$ cat src/rtl/sar_if.sv
// Handshake and data bundle between the SAR controller and the converter front end.
interface sar_if #(
  parameter int NBIT = 8
);
  logic            start;
  logic            comp;
  logic            sh_track;
  logic            comp_en;
  logic [NBIT-1:0] dac_code;
  logic [NBIT-1:0] dout;
  logic            valid;
  logic            busy;

  modport master (
    input  start, comp,
    output sh_track, comp_en, dac_code,
    output dout, valid, busy
  );

  modport slave (
    output start, comp,
    input  sh_track, comp_en, dac_code,
    input  dout, valid, busy
  );
endinterface

$ cat src/rtl/sar_ctrl.sv
// Successive-approximation controller: S/H tracking, then NBIT
// MSB-first comparator trials. Produces a 1-cycle valid pulse with each result.
module sar_ctrl #(
  parameter int NBIT       = 8,
  parameter int SAMPLE_CYC = 2
) (
  input  logic   clk,
  input  logic   rst,
  sar_if.master  bus
);
  localparam int CW = (SAMPLE_CYC > 1) ? $clog2(SAMPLE_CYC) : 1;
  localparam int IW = $clog2(NBIT);

  // one-hot so every output decode is a single flop bit
  localparam int S_IDLE   = 0;
  localparam int S_SAMPLE = 1;
  localparam int S_CONV   = 2;
  localparam int S_DONE   = 3;

  logic [3:0]      state;
  logic [3:0]      nxt;
  logic [CW-1:0]   cnt;
  logic [IW-1:0]   idx;
  logic [IW-1:0]   idx_m1;
  logic [NBIT-1:0] sar;
  logic [NBIT-1:0] trial;
  logic [NBIT-1:0] res;
  logic            keep;

  assign keep   = (bus.comp === 1'b1);
  assign idx_m1 = idx - IW'(1);

  always_ff @(posedge clk or negedge rst) begin
    if (!rst) state <= 4'b0001;
    else      state <= nxt;
  end

  always_comb begin
    nxt = state;
    unique case (1'b1)
      state[S_IDLE]:
        if (bus.start) nxt = 4'b0010;
      state[S_SAMPLE]:
        if (cnt == '0) nxt = 4'b0100;
      state[S_CONV]:
        if (idx == '0) nxt = 4'b1000;
      state[S_DONE]:
        nxt = bus.start ? 4'b0010 : 4'b0001;
      default:
        nxt = 4'b0001;
    endcase
  end

  always_comb begin
    trial      = sar;
    trial[idx] = keep;
    if (idx != '0) trial[idx_m1] = 1'b1;
  end

  always_ff @(posedge clk or negedge rst) begin
    if (!rst) begin
      cnt <= '0;
      idx <= '0;
      sar <= '0;
      res <= '0;
    end else begin
      unique case (1'b1)
        state[S_IDLE]: begin
          sar <= '0;
          if (bus.start) cnt <= CW'(SAMPLE_CYC - 1);
        end
        state[S_SAMPLE]: begin
          if (cnt == '0) begin
            sar <= {1'b1, {(NBIT-1){1'b0}}};
            idx <= IW'(NBIT - 1);
          end else begin
            cnt <= cnt - CW'(1);
          end
        end
        state[S_CONV]: begin
          sar <= trial;
          if (idx != '0) idx <= idx_m1;
          else           res <= trial;
        end
        state[S_DONE]: begin
          sar <= '0;
          if (bus.start) cnt <= CW'(SAMPLE_CYC - 1);
        end
        default: sar <= '0;
      endcase
    end
  end

  always_comb begin
    bus.sh_track = state[S_SAMPLE];
    bus.comp_en  = state[S_CONV];
    bus.valid    = state[S_DONE];
    bus.busy     = ~state[S_IDLE];
    bus.dac_code = sar;
    bus.dout     = res;
  end

  always @(posedge clk) begin
    if (rst && state[S_CONV])
      assert (!$isunknown(bus.comp))
      else $warning("sar_ctrl: comp unknown, bit cleared");
  end
endmodule

$ cat src/flat_wrapper.sv
// flat-port wrapper written by rule: the top's interface ports become plain ports
module sar_ctrl_flat 
#(
  parameter int NBIT       = 8,
  parameter int SAMPLE_CYC = 2
)
  (clk, rst, bus_start, bus_comp, bus_sh_track, bus_comp_en, bus_dac_code, bus_dout, bus_valid, bus_busy);
  sar_if #(.NBIT(NBIT)) bus_i ();
  input  logic clk;
  input  logic rst;
  input wire logic [$bits(bus_i.start)-1:0] bus_start;
  input wire logic [$bits(bus_i.comp)-1:0] bus_comp;
  output wire logic [$bits(bus_i.sh_track)-1:0] bus_sh_track;
  output wire logic [$bits(bus_i.comp_en)-1:0] bus_comp_en;
  output wire logic [$bits(bus_i.dac_code)-1:0] bus_dac_code;
  output wire logic [$bits(bus_i.dout)-1:0] bus_dout;
  output wire logic [$bits(bus_i.valid)-1:0] bus_valid;
  output wire logic [$bits(bus_i.busy)-1:0] bus_busy;
  assign bus_i.start = bus_start;
  assign bus_i.comp = bus_comp;
  assign bus_sh_track = bus_i.sh_track;
  assign bus_comp_en = bus_i.comp_en;
  assign bus_dac_code = bus_i.dac_code;
  assign bus_dout = bus_i.dout;
  assign bus_valid = bus_i.valid;
  assign bus_busy = bus_i.busy;
  sar_ctrl #(.NBIT(NBIT), .SAMPLE_CYC(SAMPLE_CYC)) u_core (.clk(clk), .rst(rst), .bus(bus_i));
endmodule
$ cat config.mk
export PLATFORM = sky130hd
export DESIGN_NAME = sar_ctrl_flat
export DESIGN_NICKNAME = d
export VERILOG_FILES = /design/src/rtl/sar_if.sv /design/src/rtl/sar_ctrl.sv /design/src/flat_wrapper.sv
export SDC_FILE = /design/constraint.sdc
export NUM_CORES = 1
export LEC_CHECK = 0
export CORE_ASPECT_RATIO = 0.9
export CORE_MARGIN = 2
export CORE_UTILIZATION = 46
export CTS_CLUSTER_SIZE = 10
export DETAILED_ROUTE_END_ITERATION = 7
export PLACE_DENSITY = 0.75
export SLEW_MARGIN = 20
export SYNTH_ARGS = -nofsm -noshare
export SYNTH_HDL_FRONTEND = slang
export SYNTH_SLANG_ARGS = --single-unit
$ cat constraint.sdc
create_clock -name clk -period 1.7 [get_ports clk]
set_input_delay 0.17 -clock clk [delete_from_list [all_inputs] [get_ports clk]]
set_output_delay 0.17 -clock clk [all_outputs]
set_load 0.05 [all_outputs]
Yosys cells after proc, flatten, opt, wreduce, memory -nomap -nowiden
Index checks and enable logic that the tools add are counted.

operators by class
  add/sub/neg operators = 2
  $mul = 0
  div/mod/pow operators = 0
  magnitude comparators = 4
  eq/ne operators = 4
  shifts and indexed selects = 0
  mux-type cells = 18
  bitwise operators = 3
  reduce and logical (&&, ||, !) cells = 10

operator list
  operator               count
  $mux W8                2
  $pmux W8 S2            1
  $pmux W4 S3            1
  $mux W3                3
  $bwmux W8              1
  $lt A3 B4 Y1 const B   2
  $or A8 B8 Y8           1
  $demux W1 S3           2
  $ge A3 B1 Y1 const B   2
  $pmux W3 S2            1
  $mux W1                4
  $mux W4                1
  $ne A2 B2 Y1 const B   2
  $reduce_and A2 Y1      2
  $reduce_bool A2 Y1     2
  $logic_not A3 Y1       1
  $reduce_and A3 Y1      1
  $reduce_bool A3 Y1     1
  $sub A3 B1 Y3 const B  1
  $logic_and A1 B1 Y1    2
  $mux W2                1
  $ne A2 B1 Y1 const B   1
  $not A1 Y1             2
  $pmux W1 S2            1
  other kinds (3)        3

word-level totals
  flip-flop bits (word level) = 24
  latch bits = 0
  RAM bits = 0
  bits in read-only memories = 0
  input bits = 4
  word-level logic and storage cells = 46
  memories kept = 0

Logic depth before layout (Yosys ltp)
  depth in word-level cells = 8
  mapped depth = 7
  depth with buffers taken out = 5

Least setup slack after synthesis
No wires, ideal clock.

  kind = register to register
  start = register u_core.idx[0]
  end = register u_core.sar[0], in the netlist u_core.bus.dac_code[0]
  setup time = 124 ps
  arrival time = 1561 ps
  slack = 16 ps
  cell stages (with the launch flop) = 7
  cell sequence = dfrtp_1 buf_2 inv_1 ha_1 and2_1 o2111a_1 a211o_1

on the way
  word-level cells in the longest chain between the ends = 8
  elaborated cells on any way between the ends = 16

RTL lines
  item                                                                         RTL line                        text
  from (decl)                                                                  sar_ctrl.sv:23                  logic [IW-1:0] idx;
  from (signal assigned)                                                       sar_ctrl.sv:75                  idx <= IW'(NBIT - 1);
  from (signal assigned)                                                       sar_ctrl.sv:82                  if (idx != '0) idx <= idx_m1;
  $sub A3 B1 Y3 (tied with other cells)                                        sar_ctrl.sv:31                  assign idx_m1 = idx - IW'(1);
  $lt A3 B4 Y1 (implied by the code) (tied with other cells)                   sar_ctrl.sv:57                  if (idx != '0) trial[idx_m1] = 1'b1;
  $logic_and A1 B1 Y1 (implied by the code) / $mux W1 (equally long branches)  sar_ctrl.sv:57, sar_ctrl.sv:56
  $mux W1 (implied by the code) / $demux W1 S3 (equally long branches)         n/a
  $demux W1 S3 / $bwmux W8 (equally long branches)                             n/a
  $or A8 B8 Y8 (no source line)                                                n/a
  $mux W8 *                                                                    sar_ctrl.sv:57
  $pmux W8 S2 *                                                                sar_ctrl.sv:67                  unique case (1'b1)
  to (signal assigned)                                                         sar_ctrl.sv:74                  sar <= {1'b1, {(NBIT-1){1'b0}}};
  to (signal assigned)                                                         sar_ctrl.sv:81                  sar <= trial;
  to (decl)                                                                    sar_ctrl.sv:25                  logic [NBIT-1:0] sar;

Every way passes the cells marked *; elsewhere a longest branch is shown, timed or not.
A chain may end at the register's enable or synchronous reset.

Worst setup path in the final report
  start = register u_core.res[0], in the netlist u_core.bus.dout[0]
  end = output bus_dout[0]

RTL lines
  item                    RTL line            text
  from (decl)             sar_ctrl.sv:27      logic [NBIT-1:0] res;
  from (signal assigned)  sar_ctrl.sv:83      else res <= trial;
  to (decl)               flat_wrapper.sv:16  output wire logic [$bits(bus_i.dout)-1:0] bus_dout;

No word-level cell between the ends.

==> report_table.html <==
<table>
<tr><th>Metric</th><th>Value</th></tr>
<tr><th colspan="2">Cells and area</th></tr>
<tr><td>Syn-to-layout area delta</td><td>22.33%</td></tr>
<tr><td>Final cell count without fillers</td><td>185</td></tr>
<tr><td>Multi-input combinational cell area</td><td>614.3 sq um</td></tr>
<tr><td>Share of post-route cells with drive strength above 1</td><td>14.84%</td></tr>
<tr><td>Antenna cells</td><td>0</td></tr>
<tr><td>Number of nets at the end of the flow</td><td>162</td></tr>
<tr><td>Register area</td><td>601.8 sq um</td></tr>
<tr><td>Count of fill cells added during filler insertion</td><td>241</td></tr>
<tr><th colspan="2">Min path</th></tr>
<tr><td>Classification of the worst-slack hold path</td><td>input pin to asynchronous set/reset pin</td></tr>
<tr><th colspan="2">Worst setup path</th></tr>
<tr><td>Critical-path top delay cell</td><td>clkdlybuf4s50_1</td></tr>
<tr><td>Critical path buffer and inverter count</td><td>1</td></tr>
<tr><td>Capturing element type of the critical path</td><td>output port</td></tr>
<tr><td>Largest fanout on the critical path</td><td>2</td></tr>
<tr><td>Kind of cell with the highest combined delay on the critical path</td><td>buffers and inverters</td></tr>
<tr><td>Arrival time at the worst endpoint</td><td>1480 ps</td></tr>
<tr><td>Largest stage delay, worst path</td><td>800 ps</td></tr>
<tr><td>Startpoint-to-endpoint class of the critical path</td><td>register to output port</td></tr>
<tr><td>Crit path cell chain</td><td>clkdlybuf4s50_1</td></tr>
<tr><td>Startpoint kind of the worst setup timing path</td><td>register</td></tr>
<tr><td>Worst EP required</td><td>1530 ps</td></tr>
<tr><th colspan="2">STA</th></tr>
<tr><td>Tightest Pin Transition</td><td>575.5 ps</td></tr>
<tr><td>Final Hold Viols</td><td>0</td></tr>
<tr><td>Setup violations, final</td><td>0</td></tr>
<tr><td>Clk_skew</td><td>16.16 ps</td></tr>
<tr><td>Worst setup margin</td><td>49.49 ps</td></tr>
<tr><td>Total negative slack</td><td>0 ps</td></tr>
<tr><td>Peak clock frequency supported by timing</td><td>605.9 MHz</td></tr>
<tr><td>Count of pins over their slew limit</td><td>0</td></tr>
<tr><td>Post-route clock period utilization</td><td>97.09%</td></tr>
<tr><td>Min Tclk post-route</td><td>1651 ps</td></tr>
<tr><td>Headroom to the max-slew limit</td><td>61.63%</td></tr>
<tr><td>RSZ-0062 raised after global routing</td><td>false</td></tr>
<tr><th colspan="2">Global route</th></tr>
<tr><td>Vias in the first global route</td><td>1024</td></tr>
<tr><td>Number of antenna violations at the first check in global routing</td><td>0</td></tr>
<tr><td>Maximum number of pins on one net before global-route repair</td><td>25</td></tr>
<tr><td>Global-route wire length before repair</td><td>4767 um</td></tr>
<tr><td>Overall routing resource usage</td><td>20.23%</td></tr>
<tr><td>Global route overflow</td><td>0</td></tr>
<tr><th colspan="2">Logic synthesis</th></tr>
<tr><td>Synthesized area per cell</td><td>9.838 sq um</td></tr>
<tr><td>Cells after synthesis</td><td>131</td></tr>
<tr><td>Proportion of synthesized chip area in sequential cells</td><td>46.70%</td></tr>
<tr><td>Mapped Area</td><td>0.001289 sq mm</td></tr>
<tr><td>Number of warnings printed during yosys synthesis</td><td>0</td></tr>
<tr><td>Net Count, Synth</td><td>137</td></tr>
<tr><td>Most frequently used flop master after synthesis</td><td>dfrtp_1</td></tr>
<tr><td>Number of register bits inferred by synthesis</td><td>24</td></tr>
<tr><td>Post-synth ARST share</td><td>100.0%</td></tr>
<tr><td>Number of flops mapped to enable cells by yosys</td><td>0</td></tr>
<tr><td>Synth unique cells</td><td>41</td></tr>
<tr><th colspan="2">Placed design</th></tr>
<tr><td>Cell count after placement</td><td>181</td></tr>
<tr><td>Port buffer count</td><td>23</td></tr>
<tr><td>Setup slack after placement</td><td>92.07 ps</td></tr>
<tr><td>GP Congestion</td><td>0.8601</td></tr>
<tr><td>Total half-perimeter wirelength after legalization and detailed placement</td><td>2092 um</td></tr>
<tr><th colspan="2">Floorplan</th></tr>
<tr><td>Top-Level Pins</td><td>24</td></tr>
<tr><td>Initial standard-cell utilization of the core</td><td>47.69%</td></tr>
<tr><td>Overall die area</td><td>0.003242 sq mm</td></tr>
<tr><td>Die width</td><td>59.80 um</td></tr>
<tr><td>Cell row count</td><td>18</td></tr>
<tr><td>Placeable core region</td><td>0.002703 sq mm</td></tr>
<tr><td>Die Y</td><td>54.22 um</td></tr>
<tr><th colspan="2">Drt</th></tr>
<tr><td>Total detailed-routing wirelength</td><td>3028 um</td></tr>
<tr><td>Total number of vias</td><td>1105</td></tr>
<tr><td>Per-cell via count in the routed design</td><td>5.973</td></tr>
<tr><td>Detailed Routing Iterations Pass 1</td><td>4</td></tr>
<tr><td>Remaining routing DRC violations</td><td>0</td></tr>
<tr><td>First DRT Iteration DRCs</td><td>70</td></tr>
<tr><td>Post-detailed-route wirelength per cell</td><td>16.37 um</td></tr>
<tr><td>Antenna-violating nets left</td><td>0</td></tr>
<tr><th colspan="2">Clock network</th></tr>
<tr><td>Clock insertion delay at the later pin of the skew report</td><td>330 ps</td></tr>
<tr><td>Clock-pin slew on the worst setup and hold paths</td><td>140 ps</td></tr>
<tr><td>CTS tree</td><td>done</td></tr>
<tr><td>Clock Path Buffers</td><td>2</td></tr>
<tr><td>Total clock buffers created by CTS</td><td>3</td></tr>
<tr><td>Number of levels the H-tree was split into</td><td>1</td></tr>
<tr><td>Sinks on Clock Net</td><td>24</td></tr>
<tr><td>Root Buffer Master</td><td>clkbuf_4</td></tr>
<tr><th colspan="2">Job</th></tr>
<tr><td>Max cap viols</td><td>0</td></tr>
<tr><th colspan="2">Run status</th></tr>
<tr><td>Status</td><td>finished clean</td></tr>
</table>
## layout make-up
class | count | share of cell area [%]
Inverter | 9 | 2.143
Tap cell | 30 | 2.381
Sequential cell | 24 | 38.17
Clock buffer | 4 | 1.667
Timing Repair Buffer | 28 | 16.67
Multi-Input combinational cell | 90 | 38.97
## placed cells by master, fill, tap and decap left out, types with 2 or more instances in the layout
master           netlist  final
nor2_1                 2      2
a31oi_1                2      2
o211ai_1               7      7
o21ai_1                7      7
dfrtp_1               23     23
nand3_1                2      2
inv_1                  8      8
clkbuf_4               0      3
buf_4                  0     12
nor3b_2                2      3
o21ai_0                6      6
nand3b_1               3      3
mux2i_1                7      7
clkdlybuf4s50_1        0      5
ha_1                   2      2
nor3_1                 2      2
nand2_1               18     18
dlymetal6s2s_1         0      7
o2111ai_1              5      5
dlygate4sd2_1          0      4
nor2b_1                3      3
and2_1                 2      2
## path summary, 6_finish.rpt
check,start,endpoint,slack (ps),cells past startpoint
worst max-delay path,u_core.bus.dout[0],bus_dout[0],50,1
worst min-delay path,rst,u_core.bus.dout[2],170,2
worst max register to register,u_core.idx[0],u_core.bus.dac_code[0],80,5
worst min register to register,u_core.bus.dout[6],u_core.bus.dout[6],500,2
max in group asynchronous,rst,u_core.state[0],1220,2
min in group clk,bus_start,u_core.state[1],500,3
## cell usage after synthesis, drive strengths merged (2+ instances only)
library cell | number | share of area [%]
o211ai | 7 | 4.1
nand2 | 18 | 5.2
nand3b | 4 | 2.6
nor2b | 3 | 1.5
ha | 2 | 1.9
clkbuf | 2 | 0.58
and2 | 2 | 0.97
a31oi | 2 | 0.97
o21ai | 13 | 5.0
buf | 6 | 2.8
nor3b | 4 | 3.1
nor3 | 2 | 0.78
a21boi | 2 | 1.5
o2111ai | 5 | 3.4
nand3 | 2 | 0.78
nor2 | 2 | 0.58
dfrtp | 23 | 45
mux2i | 7 | 5.4
inv | 9 | 2.6
## kinds of logic after synthesis
kind of cell / count (synthesis) / share of synthesized area, %
buf+inv: 17 / 6.019
mux: 8 / 6.311
simple gates: 43 / 18.93
compound gates: 37 / 20.10
fa+ha+maj: 2 / 1.941
flops: 24 / 46.70
## metrics by stage
step,utilization (%),hold WS (ps),area (sq um)
floorplan,-,-125.6,1289
global placement,56.71,463.4,1533
detailed placement,56.71,474.1,1533
CTS,57.50,182.5,1554
global route,58.33,213.5,1577
finish,58.33,172.2,1577
## layer usage
layer | GRT usage (%) | vias up | wire length (um)
met4 | 10.00 | 0 | 65
met5 | 0 | - | 0
met2 | 33.15 | 25 | 1514
li1 | - | 518 | -
met1 | 26.83 | 557 | 1365
met3 | 2.128 | 5 | 83
## flip-flops by register name, indices dropped and copies added, names as in the netlist
| signal | cells |
|---|---|
| u_core.state | 4 |
| u_core.bus.dac_code | 8 |
| u_core.idx | 3 |
| u_core.bus.dout | 8 |
| u_core.cnt | 1 |
## what timing repair did
item                       in CTS  in global routing
setup endpoints to repair       4                 11
hold buffers                    0                  0
pin swaps                       0                  0
gates resized for setup         4                  8
setup buffers                   0                  0
Power is left out: the tool's default activity adds up to more than one toggle a clock period on the data nets, which glitch-free logic cannot reach.
==> variant (config.mk and constraints unchanged) <==
`SAMPLE_CYC` is set to 2 in 2 places; all go to 1.
--- a/src/rtl/sar_ctrl.sv
+++ b/src/rtl/sar_ctrl.sv
@@ -4,3 +4,3 @@
   parameter int NBIT       = 8,
-  parameter int SAMPLE_CYC = 2
+  parameter int SAMPLE_CYC = 1
 ) (
--- a/src/flat_wrapper.sv
+++ b/src/flat_wrapper.sv
@@ -4,3 +4,3 @@
   parameter int NBIT       = 8,
-  parameter int SAMPLE_CYC = 2
+  parameter int SAMPLE_CYC = 1
 )
Behaviour: not the same (Yosys sat finds a counterexample within 4 cycles, from zero or initial values and one cycle with rst low).
==> variant against the unedited design <==
  * Area after synthesis is 13% lower
  * Sequential cell count is 1 lower
  * Setup slack worse by 0.62 ps
  * Non-clock buffer count is 1 higher
  * Design area is 8.8% lower
  * Maximum frequency hardly changed
  * Wire length is 21% lower
Power is left out: the tool's default activity adds up to more than one toggle a clock period on the data nets, which glitch-free logic cannot reach.
==> variant: results (changes against the unedited design) <==
The combined global-route utilization of all metal layers came out at 18.4% (-1.9 points). The share of cells above drive strength 1 came out at 13.5% (-1.3 points). For the clock latency of the later-clocked register in the worst-skew pair, the log shows 310 ps (-20 ps).

The worst slew margin relative to its limit came out at 65.7% (+4.1 points). The launching point of the worst reg2reg path was u_core.idx[1]. The share of synthesized area occupied by flip-flops and latches came out at 51.2% (+4.5 points). The tools report the end of the worst register-to-register path as u_core.bus.dout[5]. Post-synthesis net count: 112 (-18%).

The run gives 4060 µm (-15%) as the wire length of the first global-routing pass. The slack of the worst reg-to-reg path is 220 ps (+140 ps), and the post-synthesis share of cell area spent on xor and xnor gates is 0.778% (+0.78 points). The final RePlAce weighted congestion was 0.780 (-9.3%); the clock-pin slew on the worst setup and hold paths was 120 ps (-20 ps).

The run finished with clean final reports. The number of nets in the layout was 140 (-14%); the compound-cell area share of the yosys netlist was 13.2% (-6.9 points). The number of cells traversed by the worst register-to-register path came out at 4 (-1). The wire length per cell after detailed routing came out at 15.0 µm (-8.2%). In the post-synthesis netlist, the biggest area contributors are dfrtp_1 49%, mux2i_1 8.0%, a21oi_1 3.1%. In the synthesized netlist, the cells that appear most often are 22 x dfrtp_1, 9 x mux2i_1, 8 x nand2_1. The fraction of synthesized area in multiplexers is 10.0% (+3.7 points).

The share of flip-flops with an asynchronous set or reset after synthesis works out to 100% (unchanged). For the via count of the first global-routing pass, the log shows 848 (-17%). The adder and majority cell fraction of the synthesized area came out at 2.22% (+0.28 points). The run gives 883 (-20%) as the vias after detailed routing.
variant: changes by cell type in the layout (fill, tap and decap cells not counted), sizes merged, moves of 4 or more:
| cell | before | now |
|---|---|---|
| nand2 | 18 | 8 |
| a21oi | 1 | 7 |
| o2111ai | 5 | 0 |
| dlymetal6s2s | 7 | 11 |
| inv | 9 | 5 |
variant: stage by stage:
step                instance area (µm²)  utilization (%)  setup slack, ps  cells  hold slack, ps
floorplan                          1130                -              148    106            -126
global placement                   1390             61.8              286    156             467
detailed placement                 1390             61.8              250    156             480
CTS                                1410             62.9             6.25    160             196
global route                       1440             64.1             10.7    160             198
finish                             1440             64.1             48.9    160             190
variant: layout make-up:
type,count,area (µm²)
Inverter,6,22.5
Fill cell,186,805
Tap cell,27,33.8
Sequential cell,23,577
Clock buffer,4,26.3
Timing Repair Buffer,29,292
Multi-Input combinational cell,71,487
variant: layer usage:
metal | vias up | share of wire (%) | track usage [%]
li1 | 424 | - | -
met1 | 426 | 47 | 24.4
met2 | 31 | 46 | 29.4
met3 | 2 | 6.6 | 6.84
met4 | 0 | 0.42 | 3.17
met5 | - | 0 | 0
variant: worst max-delay path by stage:
stage	startpoint	end	slack, ps	depth (start not counted)
finish	u_core.bus.dout[4]	bus_dout[4]	50	1
global route	u_core.bus.dout[4]	bus_dout[4]	10	1
CTS	u_core.state[3]	bus_valid	6	1
detailed placement	u_core.idx[1]	u_core.bus.dout[5]	250	4
global placement	u_core.state[0]	bus_busy	290	2
floorplan	u_core.idx[0]	u_core.bus.dout[4]	150	5
variant: repair_timing:
item                       CTS  global route
setup endpoints to repair    1            11
resized for setup            1            11
setup buffers                0             0
